## config.mk

```make
export PLATFORM = sky130hd
export DESIGN_NAME = uart_axi_arbiter_flat
export DESIGN_NICKNAME = d
export VERILOG_FILES = /design/src/rtl/uart_axi_arbiter_if.sv /design/src/rtl/uart_axi_arbiter.sv /design/src/flat_wrapper.sv
export SDC_FILE = /design/constraint.sdc
export NUM_CORES = 1
export LEC_CHECK = 0
export ABC_AREA = 1
export BUFFER_PORTS_ARGS = -buffer_cell sky130_fd_sc_hd__buf_4
export CORE_MARGIN = 5
export CORE_UTILIZATION = 50
export DETAILED_ROUTE_END_ITERATION = 6
export GPL_TIMING_DRIVEN = 0
export PLACE_DENSITY_LB_ADDON = 0.05
export SLEW_MARGIN = 10
export SYNTH_ARGS = -nofsm -noshare
export SYNTH_HDL_FRONTEND = slang
export SYNTH_SLANG_ARGS = --single-unit
export TNS_END_PERCENT = 100
```

## constraint.sdc

```tcl
create_clock -name clk -period 1.7 [get_ports clk]
set_clock_uncertainty 0.1 [all_clocks]
set_input_delay 0.17 -clock clk [delete_from_list [all_inputs] [get_ports clk]]
set_output_delay 0.17 -clock clk [all_outputs]
set_load 0.03 [all_outputs]
```

## src/rtl/uart_axi_arbiter_if.sv

```systemverilog
// AXI4-lite bus between uart_axi_arbiter (master) and the UART-Lite slave.
// Ports: AR/R read channels, AW/W/B write channels; master and slave modports.
interface uart_axi_arbiter_if;
  logic [3:0]  araddr;
  logic        arvalid;
  logic        arready;
  logic [31:0] rdata;
  logic [1:0]  rresp;
  logic        rvalid;
  logic        rready;
  logic [3:0]  awaddr;
  logic        awvalid;
  logic        awready;
  logic [31:0] wdata;
  logic [3:0]  wstrb;
  logic        wvalid;
  logic        wready;
  logic [1:0]  bresp;
  logic        bvalid;
  logic        bready;

  modport master (
    output araddr, arvalid,
    input  arready,
    input  rdata, rresp, rvalid,
    output rready,
    output awaddr, awvalid,
    input  awready,
    output wdata, wstrb, wvalid,
    input  wready,
    input  bresp, bvalid,
    output bready
  );

  modport slave (
    input  araddr, arvalid,
    output arready,
    output rdata, rresp, rvalid,
    input  rready,
    input  awaddr, awvalid,
    output awready,
    input  wdata, wstrb, wvalid,
    output wready,
    output bresp, bvalid,
    input  bready
  );
endinterface

```

## src/rtl/uart_axi_arbiter.sv

```systemverilog
// Shares one UART-Lite AXI4-lite port between a byte RX client and a word TX client.
// Ports: clk, rstn, rx_req/rx_ack/rx_data, tx_valid/tx_ready/tx_word/tx_done, err, uart_axi (master).
// Status polling is hidden: RX waits for STAT bit0, TX waits for STAT bit3 clear, 4 bytes LSB first.
// Optional macro UART_AXI_ARBITER_RESP_CHECK_EN: sticky err on nonzero rresp/bresp.
module uart_axi_arbiter #(
  parameter int unsigned POLL_GAP  = 4,
  parameter logic [3:0]  STAT_ADDR = 4'h8,
  parameter logic [3:0]  RX_ADDR   = 4'h0,
  parameter logic [3:0]  TX_ADDR   = 4'h4
) (
  input  logic        clk,
  input  logic        rstn,
  input  logic        rx_req,
  output logic        rx_ack,
  output logic [7:0]  rx_data,
  input  logic        tx_valid,
  output logic        tx_ready,
  input  logic [31:0] tx_word,
  output logic        tx_done,
  output logic        err,
  uart_axi_arbiter_if.master uart_axi
);

  typedef enum logic [2:0] {
    IDLE, ST_AR, ST_R, D_AR, D_R, TX_AW, TX_B, GAP
  } state_t;

  localparam logic G_RX = 1'b0;
  localparam logic G_TX = 1'b1;
  localparam logic [15:0] GAP_LAST =
    (POLL_GAP == 0) ? 16'd0 : 16'(POLL_GAP - 1);

  state_t      state, state_nx;
  logic        last_grant;
  logic        pend;
  logic        aw_ok, w_ok;
  logic [1:0]  idx;
  logic [31:0] word;
  logic [7:0]  wbyte;
  logic [15:0] gap_cnt;

  logic rx_want, gnt, gnt_tx;
  logic aw_fin, w_fin, stat_ok;

  // rx_req is still high in the ack cycle; masking it avoids a second read.
  always_comb begin
    rx_want = rx_req & ~rx_ack;
    gnt     = rx_want | pend;
    gnt_tx  = pend & (~rx_want | (last_grant == G_RX));
    aw_fin  = aw_ok | uart_axi.awready;
    w_fin   = w_ok | uart_axi.wready;
    stat_ok = (last_grant == G_RX) ? uart_axi.rdata[0]
                                   : ~uart_axi.rdata[3];
  end

  always_ff @(posedge clk or negedge rstn) begin
    if (!rstn) state <= IDLE;
    else       state <= state_nx;
  end

  always_comb begin
    state_nx = state;
    unique case (state)
      IDLE:  if (gnt) state_nx = ST_AR;
      ST_AR: if (uart_axi.arready) state_nx = ST_R;
      ST_R:
        if (uart_axi.rvalid) begin
          if (!stat_ok)                state_nx = GAP;
          else if (last_grant == G_RX) state_nx = D_AR;
          else                         state_nx = TX_AW;
        end
      D_AR:  if (uart_axi.arready) state_nx = D_R;
      D_R:   if (uart_axi.rvalid) state_nx = IDLE;
      TX_AW: if (aw_fin && w_fin) state_nx = TX_B;
      TX_B:  if (uart_axi.bvalid) state_nx = IDLE;
      GAP:   if (gap_cnt == GAP_LAST) state_nx = IDLE;
    endcase
  end

  always_comb begin
    uart_axi.arvalid = (state == ST_AR) || (state == D_AR);
    uart_axi.araddr  = ((state == D_AR) || (state == D_R))
                       ? RX_ADDR : STAT_ADDR;
    uart_axi.rready  = (state == ST_R) || (state == D_R);
    uart_axi.awvalid = (state == TX_AW) && !aw_ok;
    uart_axi.wvalid  = (state == TX_AW) && !w_ok;
    uart_axi.awaddr  = ((state == TX_AW) || (state == TX_B))
                       ? TX_ADDR : STAT_ADDR;
    uart_axi.wdata   = {24'b0, wbyte};
    uart_axi.wstrb   = 4'h1;
    uart_axi.bready  = (state == TX_B);
  end

  always_ff @(posedge clk or negedge rstn) begin
    if (!rstn) begin
      last_grant <= G_TX;
      pend       <= 1'b0;
      aw_ok      <= 1'b0;
      w_ok       <= 1'b0;
      idx        <= 2'd0;
      word       <= 32'd0;
      wbyte      <= 8'd0;
      gap_cnt    <= 16'd0;
      rx_ack     <= 1'b0;
      rx_data    <= 8'd0;
      tx_ready   <= 1'b1;
      tx_done    <= 1'b0;
    end else begin
      rx_ack  <= 1'b0;
      tx_done <= 1'b0;
      if (tx_valid && tx_ready) begin
        word     <= tx_word;
        pend     <= 1'b1;
        tx_ready <= 1'b0;
      end
      if (state == IDLE && gnt)
        last_grant <= gnt_tx ? G_TX : G_RX;
      if (state == ST_R && uart_axi.rvalid && stat_ok &&
          last_grant == G_TX)
        wbyte <= word[{idx, 3'b000} +: 8];
      if (state == TX_AW) begin
        if (aw_fin && w_fin) begin
          aw_ok <= 1'b0;
          w_ok  <= 1'b0;
        end else begin
          if (uart_axi.awready) aw_ok <= 1'b1;
          if (uart_axi.wready)  w_ok  <= 1'b1;
        end
      end
      if (state == D_R && uart_axi.rvalid) begin
        rx_data <= uart_axi.rdata[7:0];
        rx_ack  <= 1'b1;
      end
      if (state == TX_B && uart_axi.bvalid) begin
        idx <= idx + 2'd1;
        if (idx == 2'd3) begin
          pend     <= 1'b0;
          tx_done  <= 1'b1;
          tx_ready <= 1'b1;
        end
      end
      gap_cnt <= (state == GAP) ? gap_cnt + 16'd1 : 16'd0;
    end
  end

`ifdef UART_AXI_ARBITER_RESP_CHECK_EN
  always_ff @(posedge clk or negedge rstn) begin
    if (!rstn)
      err <= 1'b0;
    else if ((uart_axi.rready && uart_axi.rvalid &&
              uart_axi.rresp != 2'b00) ||
             (uart_axi.bready && uart_axi.bvalid &&
              uart_axi.bresp != 2'b00))
      err <= 1'b1;
  end
  logic unused_bits;
  assign unused_bits = &{1'b0, uart_axi.rdata[31:8]};
`else
  assign err = 1'b0;
  logic unused_bits;
  assign unused_bits = &{1'b0, uart_axi.rdata[31:8],
                         uart_axi.rresp, uart_axi.bresp};
`endif

endmodule
```

## src/flat_wrapper.sv

```systemverilog
// flat-port wrapper written by rule: the top's interface ports become plain ports
module uart_axi_arbiter_flat 
#(
  parameter int unsigned POLL_GAP  = 4,
  parameter logic [3:0]  STAT_ADDR = 4'h8,
  parameter logic [3:0]  RX_ADDR   = 4'h0,
  parameter logic [3:0]  TX_ADDR   = 4'h4
)
  (clk, rstn, rx_req, rx_ack, rx_data, tx_valid, tx_ready, tx_word, tx_done, err, uart_axi_araddr, uart_axi_arvalid, uart_axi_arready, uart_axi_rdata, uart_axi_rresp, uart_axi_rvalid, uart_axi_rready, uart_axi_awaddr, uart_axi_awvalid, uart_axi_awready, uart_axi_wdata, uart_axi_wstrb, uart_axi_wvalid, uart_axi_wready, uart_axi_bresp, uart_axi_bvalid, uart_axi_bready);
  uart_axi_arbiter_if uart_axi_i ();
  input  logic clk;
  input  logic rstn;
  input  logic rx_req;
  output logic rx_ack;
  output logic [7:0] rx_data;
  input  logic tx_valid;
  output logic tx_ready;
  input  logic [31:0] tx_word;
  output logic tx_done;
  output logic err;
  output wire logic [$bits(uart_axi_i.araddr)-1:0] uart_axi_araddr;
  output wire logic [$bits(uart_axi_i.arvalid)-1:0] uart_axi_arvalid;
  input wire logic [$bits(uart_axi_i.arready)-1:0] uart_axi_arready;
  input wire logic [$bits(uart_axi_i.rdata)-1:0] uart_axi_rdata;
  input wire logic [$bits(uart_axi_i.rresp)-1:0] uart_axi_rresp;
  input wire logic [$bits(uart_axi_i.rvalid)-1:0] uart_axi_rvalid;
  output wire logic [$bits(uart_axi_i.rready)-1:0] uart_axi_rready;
  output wire logic [$bits(uart_axi_i.awaddr)-1:0] uart_axi_awaddr;
  output wire logic [$bits(uart_axi_i.awvalid)-1:0] uart_axi_awvalid;
  input wire logic [$bits(uart_axi_i.awready)-1:0] uart_axi_awready;
  output wire logic [$bits(uart_axi_i.wdata)-1:0] uart_axi_wdata;
  output wire logic [$bits(uart_axi_i.wstrb)-1:0] uart_axi_wstrb;
  output wire logic [$bits(uart_axi_i.wvalid)-1:0] uart_axi_wvalid;
  input wire logic [$bits(uart_axi_i.wready)-1:0] uart_axi_wready;
  input wire logic [$bits(uart_axi_i.bresp)-1:0] uart_axi_bresp;
  input wire logic [$bits(uart_axi_i.bvalid)-1:0] uart_axi_bvalid;
  output wire logic [$bits(uart_axi_i.bready)-1:0] uart_axi_bready;
  assign uart_axi_araddr = uart_axi_i.araddr;
  assign uart_axi_arvalid = uart_axi_i.arvalid;
  assign uart_axi_i.arready = uart_axi_arready;
  assign uart_axi_i.rdata = uart_axi_rdata;
  assign uart_axi_i.rresp = uart_axi_rresp;
  assign uart_axi_i.rvalid = uart_axi_rvalid;
  assign uart_axi_rready = uart_axi_i.rready;
  assign uart_axi_awaddr = uart_axi_i.awaddr;
  assign uart_axi_awvalid = uart_axi_i.awvalid;
  assign uart_axi_i.awready = uart_axi_awready;
  assign uart_axi_wdata = uart_axi_i.wdata;
  assign uart_axi_wstrb = uart_axi_i.wstrb;
  assign uart_axi_wvalid = uart_axi_i.wvalid;
  assign uart_axi_i.wready = uart_axi_wready;
  assign uart_axi_i.bresp = uart_axi_bresp;
  assign uart_axi_i.bvalid = uart_axi_bvalid;
  assign uart_axi_bready = uart_axi_i.bready;
  uart_axi_arbiter #(.POLL_GAP(POLL_GAP), .STAT_ADDR(STAT_ADDR), .RX_ADDR(RX_ADDR), .TX_ADDR(TX_ADDR)) u_core (.clk(clk), .rstn(rstn), .rx_req(rx_req), .rx_ack(rx_ack), .rx_data(rx_data), .tx_valid(tx_valid), .tx_ready(tx_ready), .tx_word(tx_word), .tx_done(tx_done), .err(err), .uart_axi(uart_axi_i));
endmodule
```

# Word-level counts from Yosys, hierarchy flattened
# Index checks and enable logic that the tools add are counted.
[word_totals]
ff_bits = 76
in_bits = 77
out_inout_bits = 61
wordCells = 94
[op_classes]
add_sub_neg = 2
eq_ne = 17
n_shift = 1
n_mux = 29
bitwise = 10
reduce_logical = 22
[ops]
columns = ["cell", "n"]
rows = [
  ["32-bit by 6-bit variable part select with 8-bit output", 1],
  ["3-bit two-way mux", 10],
  ["3-bit case mux with 8 select lines", 1],
  ["16-bit by 1-bit adder with 16-bit output (second input constant)", 1],
  ["16-bit by 2-bit equality test with 1-bit output (second input constant)", 1],
  ["16-bit two-way mux", 1],
  ["1-bit two-way mux", 15],
  ["3-bit equality test (second input constant)", 4],
  ["1-bit logical AND", 10],
  ["2-bit inequality test (second input constant)", 5],
  ["4-bit two-way mux", 2],
  ["8-bit AND reduction", 1],
  ["3-bit by 2-bit equality test with 1-bit output (second input constant)", 2],
  ["2-bit by 1-bit inequality test with 1-bit output (second input constant)", 3],
  ["1-bit logical OR", 4],
  ["1-bit NOT", 4],
  ["1-bit bitwise OR", 4],
  ["2-bit AND reduction", 2],
  ["2-bit nonzero test", 2],
  ["3-bit by 1-bit equality test with 1-bit output (second input constant)", 1],
  ["3-bit zero test", 1],
  ["2-bit by 1-bit adder with 2-bit output (second input constant)", 1],
  ["1-bit AND", 2],
  ["2-bit equality test (second input constant)", 1],
  ["1-bit zero test", 2],
]

# Depth between registers and ports, before layout
# Gate-level depths: netlist of the first run.
[depth]
word_depth = 6
depth_mapped = 9

# Worst setup path before layout of the first run
# No wires, ideal clock.
[synth_timing]
path_kind = "reg2out"
from = "reg u_core.state[2]"
to = "out uart_axi_awaddr[3]"
arrival_ps = 1444
setup_slack_ps = -14
path_stages_with_launch = 6
path_buffers = 0
path_cell_list = "dfrtp_1 inv_2 nor3_4 inv_1 nand2_1 inv_1"
[synth_between]
elab_chain_len = 3
word_cells_on_any_way = 4
[synth_rtl]
columns = ["element", "line", "text"]
rows = [
  ["start: declaration", "uart_axi_arbiter.sv:33", "state_t state, state_nx;"],
  ["start signal: assignment", "uart_axi_arbiter.sv:58", "else state <= state_nx;"],
  ["3-bit equality test", "-", ""],
  ["named net uart_axi_bready", "flat_wrapper.sv:37", "output wire logic [$bits(uart_axi_i.bready)-1:0] uart_axi_bready;"],
  ["1-bit logical OR", "uart_axi_arbiter.sv:87", "uart_axi.awaddr = ((state == TX_AW) || (state == TX_B))"],
  ["4-bit two-way mux", "uart_axi_arbiter.sv:88", "? TX_ADDR : STAT_ADDR;"],
  ["end: declaration", "flat_wrapper.sv:28", "output wire logic [$bits(uart_axi_i.awaddr)-1:0] uart_axi_awaddr;"],
]
# The timed path passes the listed nets, and every way through them passes these cells.

# Final worst setup path of the first run
[layout_timing]
from = "reg u_core.state[1]"
to = "out uart_axi_wvalid"
[layout_between]
elab_chain_len = 2
[layout_rtl]
columns = ["element", "line", "text"]
rows = [
  ["3-bit equality test", "uart_axi_arbiter.sv:86", "uart_axi.wvalid = (state == TX_AW) && !w_ok;"],
  ["1-bit logical AND", "uart_axi_arbiter.sv:86", ""],
  ["end: declaration", "flat_wrapper.sv:33", "output wire logic [$bits(uart_axi_i.wvalid)-1:0] uart_axi_wvalid;"],
]
# Every way passes these cells.

==> out/metrics.csv, run 1 <==
stage;metric;value;unit
global_route;wire length of the first global-routing pass;15.02;mm
cts;clk root buf;clkbuf_8;
cts;H-tree Lvls;3;
power;Sw Ratio;37.51;%
setup_path;reg2reg start;u_core.idx[0]$_DFFE_PN0P_;
setup_path;Worst Setup End Kind;output pin;
finish;Layout Utilization;74.83;%
die;die height;97.42;um
cts;Worst-path clk slew;0.09;ns
die;Die W;97.42;um
setup_path;critical path arrival;1.42;ns
sta;unrepaired setup endpoints after global routing;yes;
power;Cell Int Power;5.056;mW
sta;Setup violations, final;0;
power;Leak;2.755;nW
logic_synthesis;ys flop type;dfrtp_1;
drt;drt drc;0;
setup_path;critical path fanouts, max;6;
logic_synthesis;top cells by area, synth;dfrtp_1, mux2_2, nand2_1;
worst_hold_path;hold path cells;4;
die;core area;7331;um2
setup_path;Top delay family on crit path;flip-flops;
global_route;Total GRT Usage;19.46;%
logic_synthesis;Post-synth EDFFs;0;
run;MaxCap Viol Count;0;
die;Cell Rows;31;
cts;TritonCTS clock tree;done;
drt;post-route ant nets;0;
global_route;met3 usage;4.379;%
logic_synthesis;top cell type's share of synthesized area;48.46;%
logic_synthesis;Post-synth top cells;nand2_1, dfrtp_1, nor2_1;
drt;DR WL/cell;13.55;um
logic_synthesis;Syn. warnings;0;
die;Initial Utilization;52.12;%
global_route;global-route met1 utilization;22.88;%
cts;CTS buffer count;9;
finish;fraction of layout cells with a size suffix above 1;35.39;%
cts;Clock Latency Late Sink;0.34;ns
logic_synthesis;Seq/Total Area, Yosys;49.84;%
cts;clock net sink count;76;
drt;DRT Pass-1 Iters;4;
worst_hold_path;Worst Hold End;u_core.last_grant$_DFFE_PN1P_;
power;pwr dens;1475;nW/um2
die;die area;9491;um2
worst_hold_path;HP Start;rx_req;
global_route;total grt overflow;0;
finish;final instance area;5485;um2
sta;slew margin rel.;36.81;%
logic_synthesis;synthesized netlist cell count;420;
finish;Net count, final;673;
sta;Max Fclk;593.2;MHz
setup_path;Critical path buffers and inverters;3;
power;net switching power;3.034;mW
place;DP Worst Slack;0.06191;ns
sta;Tcrit/Tclk final;99.17;%
sta;worst setup margin;0.01411;ns
setup_path;Critical Path RT;1.43;ns
setup_path;reg2reg end;u_core.wbyte[0]$_DFFE_PN0P_;
power;Comb power frac;41.6;%
logic_synthesis;Unique masters post-synth;34;
drt;final WL;9.460;mm
setup_path;worst-path cell chain;inv_4 -> nand2_4 -> nor2_4 -> inv_4 -> nor2_4 -> buf_6;
sta;final hold violation count;0;
power;share of total power in sequential cells;36.1;%
global_route;largest net degree at the start of global routing;77;
global_route;GRT busiest layer;met2;
setup_path;Reg2Reg Depth;6;
setup_path;startpoint types;flop;
global_route;initial antenna violation count;0;
power;Peak supply drop;0.8391;mV
logic_synthesis;most common cell in the netlist;nand2_1;
power;clock network power share;22.2;%
global_route;GR met2 Demand/Resource;34.69;%
setup_path;slowest cell on the critical path;dfrtp_2;
drt;First DRT Iteration DRCs;110;
sta;Fin Hold WS;0.05254;ns
finish;ant diodes;0;
place;DP Area;4628;um2
sta;Max Slew Vio Count;0;
global_route;vias in the first global route;3175;
logic_synthesis;#FFs+latches synth;76;
logic_synthesis;Avg Synthesized Cell Area;9.098;um2
finish;Area Overhead vs Synth;43.55;%
setup_path;crit path kind;flop to output pin;
sta;Worst-Margin Slew;0.9479;ns
outcome;outcome;finished clean;
drt;DR vias/cell;4.655;
cts;Max clock buf depth;2;
worst_hold_path;hold crit path type;input pin to flop;
logic_synthesis;Synth area leader;dfrtp_1;
sta;min cycle time layout;1.686;ns
logic_synthesis;async set-reset flop share out of synthesis;100.0;%
drt;DR vias;3249;
place;Placer Congestion;0.8637;
setup_path;register-to-register setup slack;0.12;ns
place;number of port buffers;75;
place;HPWL after detailed placement;6.162;mm
logic_synthesis;Synth Cell Area;3821;um2
die;Ports;138;
setup_path;slowest stage delay, CP;0.45;ns
[worst register-to-register path, stage by stage (launching register included)]
cell and delay [ns]:
dfrtp_1 0.50, inv_2 0.18, buf_2 0.26, nor2_1 0.07, o22ai_1 0.23, nand2_1 0.09
o21ai_0 0.08
[placed cells by master, fill, tap and decap left out, drive strengths merged, types with 3 or more instances in the layout]
master,Yosys,final
conb,2,34
dlygate4sd3,0,43
inv,45,45
mux2,32,32
nand4,3,3
nand3,12,12
bufinv,0,4
o22ai,9,9
dfrtp,74,74
a21oi,10,10
clkbuf,1,11
nand2,84,84
buf,41,129
nor2,59,59
o21ai,32,32
[routing by layer]
layer	vias up	share of wire, %	routed length [um]
met5	-	0	0
met3	8	5.0	470
met1	1524	40	3795
li1	1643	-	-
met2	74	54	5094
met4	0	1.1	100
[through the flow]
stage          setup TNS [ns]  power [mW]  instances
2_1_floorplan               0       5.008        452
5_1_grt               -0.1663       8.556        698
6_report                    0       8.090        698
3_5_place_dp                0       6.022        626
4_1_cts                     0       7.954        687
3_3_place_gp                0       5.924        626
[worst max path at each step]
stage,slack [ns],endpoint,start,cells after the start
floorplan,0.01,uart_axi_awaddr[3],u_core.state[1]$_DFFE_PN0P_,5
global placement,0.08,u_core.gap_cnt[14]$_DFF_PN0_,u_core.gap_cnt[0]$_DFF_PN0_,8
detailed placement,0.06,u_core.wbyte[0]$_DFFE_PN0P_,u_core.idx[0]$_DFFE_PN0P_,6
CTS,0.01,uart_axi_araddr[3],u_core.state[2]$_DFFE_PN0P_,4
global route,-0.05,uart_axi_araddr[3],u_core.state[0]$_DFFE_PN0P_,5
finish,0.01,uart_axi_wvalid,u_core.state[1]$_DFFE_PN0P_,6
[what timing repair did]
| action | 4_1_cts | 5_1_grt |
|---|---|---|
| hold buffers | 43 | 0 |
| endpoints found under the hold margin | 116 | 0 |
| gates resized for setup | 6 | 21 |
| setup endpoints to repair | 5 | 17 |
| pin swaps | 0 | 7 |
| cloned | 0 | 1 |
| buffers inserted | 2 | 10 |
[power groups by stage]
stage	sequential (mW)	clock, mW	combinational, mW
after global routing	2.99	1.90	3.66
after floorplan	3.19	0	1.82
after global placement	2.91	0	3.01
after detailed placement	2.94	0	3.08
after CTS	2.91	1.83	3.22
final	2.92	1.80	3.37
[final cells by class]
class,count,area [um2]
Tap cell,99,123.9
Buffer,42,310.3
Timing Repair Buffer,131,1096
Clock buffer,10,127.6
Fill cell,529,1846
Multi-Input combinational cell,289,1607
Clock inverter,6,137.6
Inverter,45,176.4
Sequential cell,76,1907
[cells by family after synthesis]
logic type / count (synthesis) / synth area share, %
AND/OR/NAND/NOR: 162 / 18.50
buffers and inverters: 87 / 12.51
flip-flops: 76 / 49.84
AO/OA/AOI/OAI: 57 / 8.415
multiplexers: 32 / 9.430
adder cells (fa/ha/maj): 2 / 0.6548
other: 2 / 0.1965
XOR/XNOR: 2 / 0.4585
[flip-flops by register name (all words and copies together) (netlist names)]
| name | count |
|---|---|
| u_core.aw_ok | 1 |
| u_core.gap_cnt | 16 |
| u_core.idx | 2 |
| u_core.last_grant | 1 |
| u_core.pend | 1 |
| u_core.rx_ack | 1 |
| u_core.rx_data | 8 |
| u_core.state | 3 |
| u_core.tx_done | 1 |
| u_core.tx_ready | 1 |
| u_core.w_ok | 1 |
| u_core.wbyte | 8 |
| u_core.word | 32 |
Note: power is estimated with default switching activity, not from simulation.
==> run 2: changes to the inputs <==
ABC_AREA = 0   (was 1)
CAP_MARGIN = 20   (was unset)
RECOVER_POWER = 100   (was unset)
==> out/metrics.csv, run 2 <==
stage;metric;value;unit;change
outcome;failing checks;negative setup slack;;
sta;unrepaired setup endpoints after global routing;yes;;
sta;Worst-Margin Slew;1.022;ns;+0.07367 ns
logic_synthesis;Avg Synthesized Cell Area;11.89;um2;+31%
setup_path;register-to-register setup slack;0.03;ns;-0.09 ns
setup_path;Worst Setup End Kind;output pin;;
sta;Max Fclk;581.9;MHz;-1.9%
die;Die W;96.56;um;-0.89%
worst_hold_path;HP Start;uart_axi_wready;;
power;Leak;2.479;nW;-10%
logic_synthesis;synthesized netlist cell count;315;;-25%
global_route;Total GRT Usage;19.56;%;+0.10 points
power;Sw Ratio;37.11;%;-0.40 points
power;Peak supply drop;0.8354;mV;-0.44%
power;share of total power in sequential cells;37.0;%;+0.9 points
drt;post-route ant nets;0;;unchanged
place;number of port buffers;75;;unchanged
worst_hold_path;Worst Hold End;u_core.w_ok$_DFFE_PN0P_;;
die;die height;96.56;um;-0.89%
setup_path;critical path fanouts, max;5;;-1
global_route;vias in the first global route;2887;;-9.1%
logic_synthesis;Synth Cell Area;3746;um2;-2.0%
global_route;total grt overflow;0;;unchanged
cts;H-tree Lvls;3;;unchanged
setup_path;Reg2Reg Depth;5;;-1
finish;ant diodes;0;;unchanged
logic_synthesis;Syn. warnings;0;;unchanged
die;core area;7292;um2;-0.53%
die;Cell Rows;31;;unchanged
sta;setup TNS;-0.02075;ns;-0.02075 ns
place;DP Area;4557;um2;-1.5%
sta;Max Slew Vio Count;0;;unchanged
logic_synthesis;Unique masters post-synth;46;;+35%
logic_synthesis;Seq/Total Area, Yosys;50.84;%;+1.0 points
power;pwr dens;1444;nW/um2;-2.1%
logic_synthesis;#FFs+latches synth;76;;unchanged
finish;final instance area;5359;um2;-2.3%
worst_hold_path;hold path cells;3;;-1
finish;Net count, final;565;;-16%
setup_path;reg2reg end;u_core.state[2]$_DFFE_PN0P_;;
die;Initial Utilization;51.37;%;-0.75 points
place;HPWL after detailed placement;5.614;mm;-8.9%
cts;Clock Latency Late Sink;0.35;ns;about the same
drt;DRT Pass-1 Iters;4;;unchanged
logic_synthesis;async set-reset flop share out of synthesis;100.0;%;unchanged
cts;Worst-path clk slew;0.07;ns;-0.02 ns
place;DP Worst Slack;-0.2085;ns;-0.2704 ns
die;Ports;138;;unchanged
sta;slew margin rel.;31.90;%;-4.9 points
sta;worst setup margin;-0.01850;ns;-0.03261 ns
cts;Max clock buf depth;2;;unchanged
place;Placer Congestion;0.8180;;-5.3%
logic_synthesis;Post-synth top cells;dfrtp_1, mux2_2, buf_4;;
worst_hold_path;hold crit path type;input pin to flop;;
global_route;initial antenna violation count;0;;unchanged
sta;min cycle time layout;1.719;ns;+0.03261 ns
power;clock network power share;17.2;%;-5.0 points
finish;Top Registers;u_core.word (32), u_core.gap_cnt (16);;
drt;DR WL/cell;14.55;um;+7.4%
power;Comb power frac;45.7;%;+4.1 points
cts;clk root buf;clkbuf_8;;
finish;fraction of layout cells with a size suffix above 1;44.40;%;+9.0 points
global_route;largest net degree at the start of global routing;77;;unchanged
die;die area;9323;um2;-1.8%
logic_synthesis;top cell type's share of synthesized area;49.43;%;+0.97 points
logic_synthesis;most common cell in the netlist;dfrtp_1;;
setup_path;Critical Path RT;1.43;ns;about the same
setup_path;crit path kind;flop to output pin;;
power;Cell Int Power;4.869;mW;-3.7%
logic_synthesis;Synth area leader;dfrtp_1;;
setup_path;startpoint types;flop;;
drt;drt drc;0;;unchanged
sta;final hold violation count;0;;unchanged
drt;First DRT Iteration DRCs;143;;+30%
finish;Area Overhead vs Synth;43.05;%;
drt;DR vias;2876;;-11%
logic_synthesis;ys flop type;dfrtp_1;;
cts;TritonCTS clock tree;done;;
finish;Top reg by flops;u_core.word;;
setup_path;reg2reg start;u_core.state[1]$_DFFE_PN0P_;;
outcome;outcome;complete, but fails checks;;
cts;clock net sink count;76;;unchanged
global_route;wire length of the first global-routing pass;13.72;mm;-8.7%
setup_path;critical path arrival;1.45;ns;+0.03 ns
sta;Tcrit/Tclk final;101.1;%;+1.9 points
power;net switching power;2.872;mW;-5.3%
finish;max reg flops;32;;unchanged
sta;Setup violations, final;2;;+2
logic_synthesis;top cells by area, synth;dfrtp_1, mux2_2, buf_4;;
finish;commonest non-fill, non-tap cells in the layout;buf_4, dfrtp_1, mux2_2, dlygate4sd3_1, conb_1;;
drt;DR vias/cell;4.875;;+4.7%
run;MaxCap Viol Count;0;;unchanged
drt;final WL;8.585;mm;-9.2%
cts;CTS buffer count;9;;unchanged
logic_synthesis;Post-synth EDFFs;0;;unchanged
finish;commonest non-fill, non-tap cell in the layout;buf_4;;
## run 2: repair_timing
item | 4_1_cts | 5_1_grt
hold endpoints to repair | 117 | 0
setup endpoints to repair | 27 | 52
setup buffers | 4 | 5
cloned | 0 | 1
pin swaps | 2 | 5
hold buffers | 44 | 0
resized for setup | 22 | 27
## run 2: layer usage
metal / track usage, % / vias to the layer above / wire, um
met5: 0 / - / 0
met4: 6.075 / 0 / 58
met3: 6.352 / 4 / 662
met2: 33.74 / 107 / 4560
met1: 23.21 / 1371 / 3304
li1: - / 1394 / -
## run 2: critical path, stage by stage, from the launching register on
cell	delay (ns)
dfrtp_1	0.41
nand2b_4	0.16
or2_4	0.26
o21ai_2	0.07
inv_1	0.06
buf_6	0.13
## run 2: worst max path at each step
stage,slack (ns),endpoint,startpoint,cells past startpoint
floorplan,-0.08,uart_axi_awaddr[3],u_core.state[1]$_DFFE_PN0P_,4
global placement,-0.20,u_core.wbyte[2]$_DFFE_PN0P_,u_core.state[0]$_DFFE_PN0P_,4
detailed placement,-0.21,u_core.wbyte[5]$_DFFE_PN0P_,u_core.state[0]$_DFFE_PN0P_,4
CTS,-0.01,uart_axi_awaddr[3],u_core.state[1]$_DFFE_PN0P_,5
global route,-0.1,uart_axi_awaddr[3],u_core.state[2]$_DFFE_PN0P_,5
finish,-0.02,uart_axi_awaddr[3],u_core.state[1]$_DFFE_PN0P_,5
## run 2: kinds of logic (layout without fill, tap and decap cells)
family / count (synthesis) / in the layout / synth area share, %
AND/OR/NAND/NOR: 80 / 80 / 11.59
flip-flops: 76 / 76 / 50.84
multiplexers: 57 / 57 / 19.54
buffers and inverters: 53 / 197 / 9.151
AO/OA/AOI/OAI: 36 / 36 / 5.912
XOR/XNOR: 9 / 9 / 2.104
adder cells (fa/ha/maj): 2 / 2 / 0.6679
other: 2 / 34 / 0.2005
## run 2: cell type report
type | instances | area, um2
Buffer | 45 | 342.8
Clock buffer | 11 | 131.4
Clock inverter | 5 | 52.55
Fill cell | 511 | 1933
Inverter | 7 | 26.28
Multi-Input combinational cell | 218 | 1737
Sequential cell | 76 | 1909
Tap cell | 99 | 123.9
Timing Repair Buffer | 129 | 1036
## run 2: power by group through the flow
| stage | Sequential [mW] | Clock (mW) | Combinational, mW |
|---|---|---|---|
| floorplan | 3.12 | 0 | 2.04 |
| global placement | 2.85 | 0 | 3.18 |
| detailed placement | 2.88 | 0 | 3.25 |
| CTS | 2.85 | 1.35 | 3.55 |
| global route | 2.96 | 1.46 | 3.83 |
| finish | 2.87 | 1.33 | 3.54 |
## run 2: per-stage QoR
stage / std cells / hold WS (ns) / power (mW) / utilization [%]
after floorplan: 347 / -0.2256 / 5.158 / -
after global placement: 521 / 0.2433 / 6.031 / 62.49
after detailed placement: 521 / 0.2425 / 6.127 / 62.49
after CTS: 585 / 0.009840 / 7.746 / 72.77
after global routing: 590 / 0.006587 / 8.245 / 73.49
final: 590 / 0.02751 / 7.741 / 73.49
